### src/rtl/stream_mux_pkg.sv
// Shared constants for the round-robin stream multiplexer.
package stream_mux_pkg;

    // Values of the mode input.
    localparam logic MODE_FIXED = 1'b0;
    localparam logic MODE_RR    = 1'b1;

endpackage

### src/rtl/stream_mux_rr_arbiter.sv
// Cyclic-priority arbiter: grants the first requester found when searching
// upward from ptr, wrapping from N_CH-1 back to 0. Purely combinational.
module rr_arbiter #(
    parameter int N_CH  = 8,
    parameter int SEL_W = $clog2(N_CH)
) (
    input  logic [N_CH-1:0]  req,
    input  logic [SEL_W-1:0] ptr,
    output logic [N_CH-1:0]  gnt
);

    // Walk the channels in priority order starting at ptr; first request wins.
    always_comb begin
        logic [SEL_W-1:0] idx;
        logic             found;
        gnt   = '0;
        found = 1'b0;
        idx   = '0;
        for (int i = 0; i < N_CH; i++) begin
            idx = SEL_W'((int'(ptr) + i) % N_CH);
            if (!found && req[idx]) begin
                gnt[idx] = 1'b1;
                found    = 1'b1;
            end
        end
    end

endmodule

### src/rtl/stream_mux_rr.sv
// N-channel stream multiplexer with fixed-select or round-robin arbitration
// feeding a one-entry output register. The ready path depends only on grant
// and output occupancy, never on the data.
module stream_mux_rr #(
    parameter int N_CH  = 8,
    parameter int WIDTH = 8,
    parameter int SEL_W = $clog2(N_CH)
) (
    input  logic                  clk,
    input  logic                  rst_n,
    input  logic                  mode,
    input  logic [SEL_W-1:0]      sel,
    input  logic [N_CH*WIDTH-1:0] in_data,
    input  logic [N_CH-1:0]       in_valid,
    output logic [N_CH-1:0]       in_ready,
    output logic [WIDTH-1:0]      out_data,
    output logic [SEL_W-1:0]      out_ch,
    output logic                  out_valid,
    input  logic                  out_ready
);

    import stream_mux_pkg::*;

    logic [SEL_W-1:0] rr_ptr_q, rr_ptr_d;
    logic [WIDTH-1:0] out_data_q, out_data_d;
    logic [SEL_W-1:0] out_ch_q, out_ch_d;
    logic             out_valid_q, out_valid_d;

    logic [N_CH-1:0]  arb_gnt;
    logic [N_CH-1:0]  fix_gnt;
    logic [N_CH-1:0]  grant;
    logic             can_load;
    logic             xfer;
    logic [SEL_W-1:0] xfer_ch;
    logic [WIDTH-1:0] xfer_data;

    rr_arbiter #(
        .N_CH  (N_CH),
        .SEL_W (SEL_W)
    ) u_arb (
        .req (in_valid),
        .ptr (rr_ptr_q),
        .gnt (arb_gnt)
    );

    // Fixed-mode grant: one-hot at sel, all zero when sel names no channel.
    always_comb begin
        fix_gnt = '0;
        for (int i = 0; i < N_CH; i++) begin
            if (int'(sel) == i) fix_gnt[i] = 1'b1;
        end
    end

    assign grant    = (mode == MODE_RR) ? arb_gnt : fix_gnt;
    assign can_load = ~out_valid_q | out_ready;
    // rst_n gating keeps every ready low while the block is held in reset.
    assign in_ready = grant & {N_CH{can_load & rst_n}};
    assign xfer     = |(in_ready & in_valid);

    // Encode the granted channel and pick its data for loading.
    always_comb begin
        xfer_ch   = '0;
        xfer_data = '0;
        for (int i = 0; i < N_CH; i++) begin
            if (grant[i]) begin
                xfer_ch   = SEL_W'(i);
                xfer_data = in_data[i*WIDTH +: WIDTH];
            end
        end
    end

    // Next state of the output register and the round-robin pointer.
    always_comb begin
        out_valid_d = out_valid_q;
        out_data_d  = out_data_q;
        out_ch_d    = out_ch_q;
        rr_ptr_d    = rr_ptr_q;
        if (xfer) begin
            out_valid_d = 1'b1;
            out_data_d  = xfer_data;
            out_ch_d    = xfer_ch;
        end else if (out_ready) begin
            out_valid_d = 1'b0;
        end
        if (xfer && (mode == MODE_RR)) begin
            rr_ptr_d = (int'(xfer_ch) == N_CH - 1) ? '0 : xfer_ch + SEL_W'(1);
        end
    end

    // State registers; reset discards any held beat.
    always_ff @(posedge clk or negedge rst_n) begin
        if (!rst_n) begin
            out_valid_q <= 1'b0;
            out_data_q  <= '0;
            out_ch_q    <= '0;
            rr_ptr_q    <= '0;
        end else begin
            out_valid_q <= out_valid_d;
            out_data_q  <= out_data_d;
            out_ch_q    <= out_ch_d;
            rr_ptr_q    <= rr_ptr_d;
        end
    end

    assign out_valid = out_valid_q;
    assign out_data  = out_data_q;
    assign out_ch    = out_ch_q;

endmodule
### config.mk
export PLATFORM = sky130hd
export DESIGN_NAME = stream_mux_rr
export DESIGN_NICKNAME = d
export VERILOG_FILES = /design/src/rtl/stream_mux_pkg.sv /design/src/rtl/stream_mux_rr_arbiter.sv /design/src/rtl/stream_mux_rr.sv
export SDC_FILE = /design/constraint.sdc
export NUM_CORES = 1
export LEC_CHECK = 0
export BUFFER_PORTS_ARGS = -buffer_cell sky130_fd_sc_hd__buf_2
export CAP_MARGIN = 0
export CORE_ASPECT_RATIO = 0.75
export CORE_MARGIN = 4
export CORE_UTILIZATION = 35
export CTS_CLUSTER_SIZE = 14
export DETAILED_ROUTE_END_ITERATION = 8
export SYNTH_ARGS = -nofsm -noshare
export SYNTH_HDL_FRONTEND = slang
export SYNTH_SLANG_ARGS = --single-unit
### constraint.sdc
create_clock -name clk -period 14.2 [get_ports clk]
set_clock_uncertainty 0.15 [all_clocks]
set_input_delay 1.42 -clock clk [delete_from_list [all_inputs] [get_ports clk]]
set_output_delay 1.42 -clock clk [all_outputs]
set_load 0.01 [all_outputs]
==> metrics.yaml, run 1 <==
status:
  status: "complete, no violations"
global_routing:
  grt_max_degree: 30
  grt_pass1_wl_mm: 16.8
  antenna_found_initial: 0
  grt_pass1_vias: 2934
  grt_usage_pct: 21.6
  overflow: 0
die:
  core_region_area_mm2: 0.00795
  start_util_pct: 36.4
  placement_rows: 28
  dieArea_mm2: 0.00980
  die_w_um: 113
  die_height_um: 86.7
  ios: 99
yosys:
  syn_area_mm2: 0.00289
  synthesis.instances: 329
  synth_top_area_cell: "dfrtp_1"
  ys.flop_type: "dfrtp_1"
  syn_area_per_cell_um2: 8.79
  synth_enable_flop_cells: 0
  synth-async-reset-ratio_pct: 100
  synthDistinctLibCells: 78
  netlist_top_cells_area: "dfrtp_1, nor2_1, mux2_4"
  synth-seq-area-share_pct: 13.0
  yosysTopAreaCellShare_pct: 13.0
  ys_ff_latch: 15
  synthesis.nets: 416
  ys_warn_count: 0
timing:
  fmax_mhz: 161
  tightest_slew_ns: 1.23
  period_share_pct: 43.8
  rsz0062_at_grt: "false"
  max_slew_margin_pct: 17.4
  setup_viol_count_final: 0
  maxSlewViolCount: 0
  fin_setup_tns_ns: 0
  post-route-min-period_ns: 6.22
  hold_violations: 0
worst_setup_path:
  worstSetupEndpointType: "primary output"
  path_cells: "buf_4 > inv_1 > ha_1 > inv_2 > mux4_1 > nand2_2 > nor3_1 > a21oi_1 > o21ai_1 > and3_1 > buf_2"
  max_stage_delay_ns: 0.97
  worst_setup_path_start_kind: "register"
  arrival_ns: 4.65
  critPathRequiredTime_ns: 12.63
  cp_slowest_cell: "o21ai_1"
  path_class: "reg -> out"
  crit_family: "compound AO/OA/AOI/OAI gates"
  cp_num_buf_inv: 4
  crit_fanout: 29
clock_network:
  cts_sinks: 15
  post_cts_resized: 0
  htreeDepth: 1
  clock_latency_ns: 0.25
  clock-root-buffer: "clkbuf_8"
  postCtsHoldBufs: 0
  cts_tree: "yes"
  cts_buffers: 3
  clkTransAtPathRegs_ns: 0.06
  postCtsSetupBuffers: 0
  cts_buffer_depth: 2
placement:
  gp_congestion: 0.969
  place_area_mm2: 0.00332
  post-place-cells: 514
  hpwl_mm: 8.58
  io_buffers: 98
detailed_routing:
  vias_per_cell: 6.36
  first_iter_violations: 446
  drtAntennaViolNets: 0
  m1WireLength_mm: 5.16
  dr.pass1.iters: 5
  wl_mm: 11.2
  wl_per_cell_um: 21.6
  routed-wl-met3_um: 939
  routed-wl-met2_mm: 4.98
  vias: 3297
  highest_layer: "met4"
  drc: 0
power:
  powerDensity_mw_per_mm2: 232
  peakVddDrop_mv: 0.0971
  leakage_uw: 0.00148
finish:
  final_common_cell: "buf_2"
  layout-drive-gt1-share_pct: 37.5
  fill_cells: 805
  layout.cells.non_filler: 518
  n_antenna_cell: 0
  nets: 501
  layout_common_cells: "buf_2, nor2_1, nand2_1, a22oi_1, dfrtp_1"
  synthToLayoutAreaGrowth_pct: 16.5
  postLayoutCellArea_mm2: 0.00337
run:
  cap_violations: 0
min_path:
  hp-class: "reg -> reg"
[sequential cells by signal (all words and copies together), names as in the netlist]
register	count
out_valid	1
out_ch	3
out_data	8
rr_ptr_q	3
[through the flow]
stage               hold slack (ns)  worst slack (ns)  utilization (%)  power (µW)
floorplan                     0.390              8.92                -         588
global placement              0.337              8.26             41.8         731
detailed placement            0.341              8.25             41.8         724
CTS                           0.357              8.24             42.4         763
global route                  0.368              7.76             42.4         829
finish                        0.352              7.98             42.4         781
[synth_stat cells (all sizes together) (6+ instances only)]
cell type  instances
a2111o             8
a21oi              8
a221oi             8
a22oi             17
buf                9
clkbuf            13
dfrtp             15
ha                 8
inv               10
mux2              18
mux2i             13
mux4              10
nand2             28
nand3              6
nor2              48
nor3               9
nor4              14
o21ai              8
[final timing paths]
| kind | from | endpoint | slack [ns] | cells past startpoint |
|---|---|---|---|---|
| max | rr_ptr_q[0]$_DFFE_PN0P_ | in_ready[6] | 7.98 | 11 |
| max in group asynchronous | rst_n | out_data[5]$_DFFE_PN0P_ | 12.67 | 1 |
| min reg2reg | out_valid$_DFFE_PN0P_ | out_valid$_DFFE_PN0P_ | 0.35 | 1 |
| min | out_valid$_DFFE_PN0P_ | out_valid$_DFFE_PN0P_ | 0.35 | 1 |
| max reg2reg | rr_ptr_q[0]$_DFFE_PN0P_ | out_ch[0]$_DFFE_PN0P_ | 8.27 | 12 |
| min in group asynchronous | rst_n | out_data[7]$_DFFE_PN0P_ | 0.94 | 1 |
[cell families (layout without fill, tap and decap cells)]
kind of cell	count (synthesis)	in the layout	share of synthesized area, %
XOR/XNOR	3	3	0.908
multiplexers	41	41	21.7
AO/OA/AOI/OAI	92	92	27.1
flip-flops	15	15	13.0
buffers and inverters	33	117	9.21
adder cells (fa/ha/maj)	8	8	3.46
AND/OR/NAND/NOR	137	137	24.7
[worst reg2reg max path: cells and delay by family, from the launching register on]
family / cells / cell delay (ns)
buffers and inverters: 3 / 0.82
multiplexers: 2 / 0.89
AND/OR/NAND/NOR: 2 / 0.55
flip-flops: 1 / 0.32
adder cells (fa/ha/maj): 1 / 0.72
AO/OA/AOI/OAI: 4 / 2.37
[per-layer routing]
layer	vias up	global-route usage [%]
met1	1605	33.4
met3	18	3.77
li1	1485	-
met4	0	3.49
met2	189	31.7
met5	-	0
[area by class of cell]
| cell class | count | area [µm²] | share of cell area, % |
|---|---|---|---|
| tap | 105 | 131 | 3.90 |
| clock inverter | 1 | 5.00 | 0.149 |
| inverter | 10 | 37.5 | 1.11 |
| clock buffer | 3 | 41.3 | 1.23 |
| multi-input combinational | 281 | 2250 | 66.8 |
| sequential | 15 | 375 | 11.1 |
| timing repair buffer | 103 | 528 | 15.7 |
[report_power, final]
part	leakage (µW)	switching (µW)	internal, µW	total [µW]
clock network	0.0000255	15.8	19.5	35.2
logic	0.00128	405	256	661
registers	0.000179	21.2	63.8	85.0
Power figures use the tool's default switching activity.
==> run 2: changes to the inputs <==
--- a/config.mk
+++ b/config.mk
@@ -5,6 +5,7 @@
 export SDC_FILE = /design/constraint.sdc
 export NUM_CORES = 1
 export LEC_CHECK = 0
+export ABC_AREA = 1
 export BUFFER_PORTS_ARGS = -buffer_cell sky130_fd_sc_hd__buf_2
 export CAP_MARGIN = 0
 export CORE_ASPECT_RATIO = 0.75
==> constraint.sdc (replaced) <==
create_clock -name clk -period 6.3 [get_ports clk]
set_clock_uncertainty 0.15 [all_clocks]
set_input_delay 0.63 -clock clk [delete_from_list [all_inputs] [get_ports clk]]
set_output_delay 0.63 -clock clk [all_outputs]
set_load 0.01 [all_outputs]
==> run 2 against run 1 <==
Against the previous run: flip-flop and latch count unchanged; register-to-register slack lost 7.1 ns; first-iteration DRC count decreased by 15%; synthesized cell count is 56% higher; power is 100% higher; clock-buffer cell count rose by 1; final cell count rose by 36%; sequential power increased by 130%; critical endpoint is now in_ready[7]; largest cell class unchanged; highest routed layer unchanged.
==> metrics.yaml, run 2 <==
power:
  powerDensity_mw_per_mm2: 488
  peakVddDrop_mv: 0.287
  p_switching_uw: 1000
  pwr-share-comb_pct: 82.9
  clkPwrFrac_pct: 4.7
  switching_share_pct: 62.7
  p_seq_share_pct: 12.4
  p_int_uw: 594
  leakage_uw: 0.00190
worst_setup_path:
  worst_setup_path_start_kind: "register"
  crit_fanout: 25
  arrival_ns: 4.80
  critPathRequiredTime_ns: 5.52
  worstSetupEndpointType: "primary output"
  reg2reg_setup_slack_ns: 1.17
  path_class: "reg -> out"
  r2r_end: "rr_ptr_q[2]$_DFFE_PN0P_"
  r2r_start: "rr_ptr_q[0]$_DFFE_PN0P_"
  reg2regPathDepth: 22
die:
  core_region_area_mm2: 0.00740
  dieArea_mm2: 0.00915
  ios: 99
  die_w_um: 109
  placement_rows: 27
  start_util_pct: 36.3
  die_height_um: 83.9
yosys:
  syn_area_per_cell_um2: 5.22
  netlist_top_cells_area: "nand2_1, dfrtp_1, nand3_1"
  synth.most_common_cell: "nand2_1"
  syn_area_mm2: 0.00269
  synth_enable_flop_cells: 0
  synth_top_area_cell: "nand2_1"
  synthDistinctLibCells: 32
  synth-seq-area-share_pct: 14.0
  yosysTopAreaCellShare_pct: 27.4
  ys_warn_count: 0
  synthesis.nets: 601
  ys_top_cells_by_count: "nand2_1, nand3_1, a21oi_1"
  synthesis.instances: 514
  ys_ff_latch: 15
  ys.flop_type: "dfrtp_1"
  synth-async-reset-ratio_pct: 100
timing:
  period_share_pct: 88.6
  setup_ws_ns: 0.716
  fin_setup_tns_ns: 0
  setup_viol_count_final: 0
  hold_violations: 0
  fmax_mhz: 179
  maxSlewViolCount: 0
  tightest_slew_ns: 0.842
  rsz0062_at_grt: "false"
  max_slew_margin_pct: 43.5
  post-route-min-period_ns: 5.58
detailed_routing:
  drtAntennaViolNets: 0
  first_iter_violations: 378
  vias_per_cell: 5.11
  dr.pass1.iters: 6
  wl_per_cell_um: 14.0
  drc: 0
  routed-wl-met2_mm: 3.83
  m1WireLength_mm: 4.89
  wl_mm: 9.83
  routed-wl-met3_mm: 1.03
  vias: 3589
  highest_layer: "met4"
min_path:
  hp-class: "in -> async"
finish:
  final_common_cell: "nand2_1"
  utilization_pct: 44.2
  largest_reg_flops: 8
  layout.cells.non_filler: 703
  fill_cells: 808
  n_antenna_cell: 0
  layout_common_cells: "nand2_1, buf_2, nand3_1, a21oi_1, inv_1"
  nets: 690
  layout-drive-gt1-share_pct: 20.6
  synthToLayoutAreaGrowth_pct: 21.7
clock_network:
  clock_latency_ns: 0.24
  clkTransAtPathRegs_ns: 0.06
  htreeDepth: 1
  post_cts_resized: 0
  cts_buffers: 3
  cts_tree: "yes"
  postCtsHoldBufs: 0
  postCtsSetupBuffers: 0
  clock-root-buffer: "clkbuf_8"
  cts_sinks: 15
  cts_buffer_depth: 2
global_routing:
  grt_max_degree: 26
  grt_pass1_vias: 3144
  grt_pass1_wl_mm: 15.6
  overflow: 0
  antenna_found_initial: 0
  grt_usage_pct: 20.8
placement:
  place_ws_ns: 1.09
  gp_congestion: 0.975
  io_buffers: 98
  hpwl_mm: 8.14
  post-place-cells: 699
run:
  cap_violations: 0
status:
  status: "complete, no violations"
run 2: changes by cell type after synthesis, sizes merged, moves of 17 or more:
| cell | delta |
|---|---|
| a21oi | +49 |
| a22oi | -17 |
| inv | +40 |
| mux2 | -18 |
| nand2 | +179 |
| nand3 | +62 |
run 2: cell type report:
cell class	count	area [µm²]	area share (%)
inverter	51	191	5.86
sequential	15	375	11.5
multi-input combinational	434	2040	62.4
timing repair buffer	98	490	15.0
clock buffer	4	45.0	1.38
tap	101	126	3.87
run 2: logic make-up after synthesis:
kind of cell,Yosys count,synth area share (%)
xor+xnor,2,1.21
compound gates,73,14.0
simple gates,351,56.9
fa+ha+maj,8,3.73
buf+inv,65,10.1
flops,15,14.0
run 2: worst max path at each step:
stage | endpoint | cells after the start | startpoint | slack [ns]
after floorplan | rr_ptr_q[2]$_DFFE_PN0P_ | 25 | rr_ptr_q[0]$_DFFE_PN0P_ | 2.24
after global placement | in_ready[7] | 18 | rr_ptr_q[0]$_DFFE_PN0P_ | 1.25
after detailed placement | in_ready[7] | 18 | rr_ptr_q[0]$_DFFE_PN0P_ | 1.09
after CTS | in_ready[7] | 18 | rr_ptr_q[0]$_DFFE_PN0P_ | 0.80
after global routing | in_ready[7] | 18 | rr_ptr_q[0]$_DFFE_PN0P_ | 0.25
final | in_ready[7] | 18 | rr_ptr_q[0]$_DFFE_PN0P_ | 0.72
run 2: per-stage QoR:
stage	total power (µW)	hold slack, ns	area (µm²)
6_report	1590	0.135	3270
5_1_grt	1780	0.162	3270
4_1_cts	1570	0.139	3270
3_5_place_dp	1490	0.310	3220
3_3_place_gp	1500	0.312	3220
2_1_floorplan	1180	0.184	2690
run 2: power groups by stage:
stage	logic, µW	clock network, µW	registers [µW]
2_1_floorplan	990	0	188
3_3_place_gp	1300	0	196
3_5_place_dp	1290	0	197
4_1_cts	1300	77.2	197
5_1_grt	1490	82.8	206
6_report	1320	74.8	198
run 2: worst max-delay path: stages, from the launching register on:
cell,delay [ns]
dfrtp_1,0.85
inv_2,0.30
ha_1,0.54
inv_1,0.32
nand3_1,0.18
nand2_1,0.10
nand2_1,0.05
nand2_1,0.13
nand2_4,0.09
nor2_8,0.12
nand3_2,0.09
nor3b_1,0.55
nand2_1,0.12
nand3_1,0.12
nand2_1,0.05
nand2_1,0.30
clkinv_1,0.31
nor2_1,0.18
buf_2,0.16
run 2: layer usage:
layer | vias up | track usage, %
li1 | 1845 | -
met4 | 0 | 2.41
met3 | 14 | 3.63
met1 | 1548 | 33.9
met2 | 182 | 28.5
met5 | - | 0
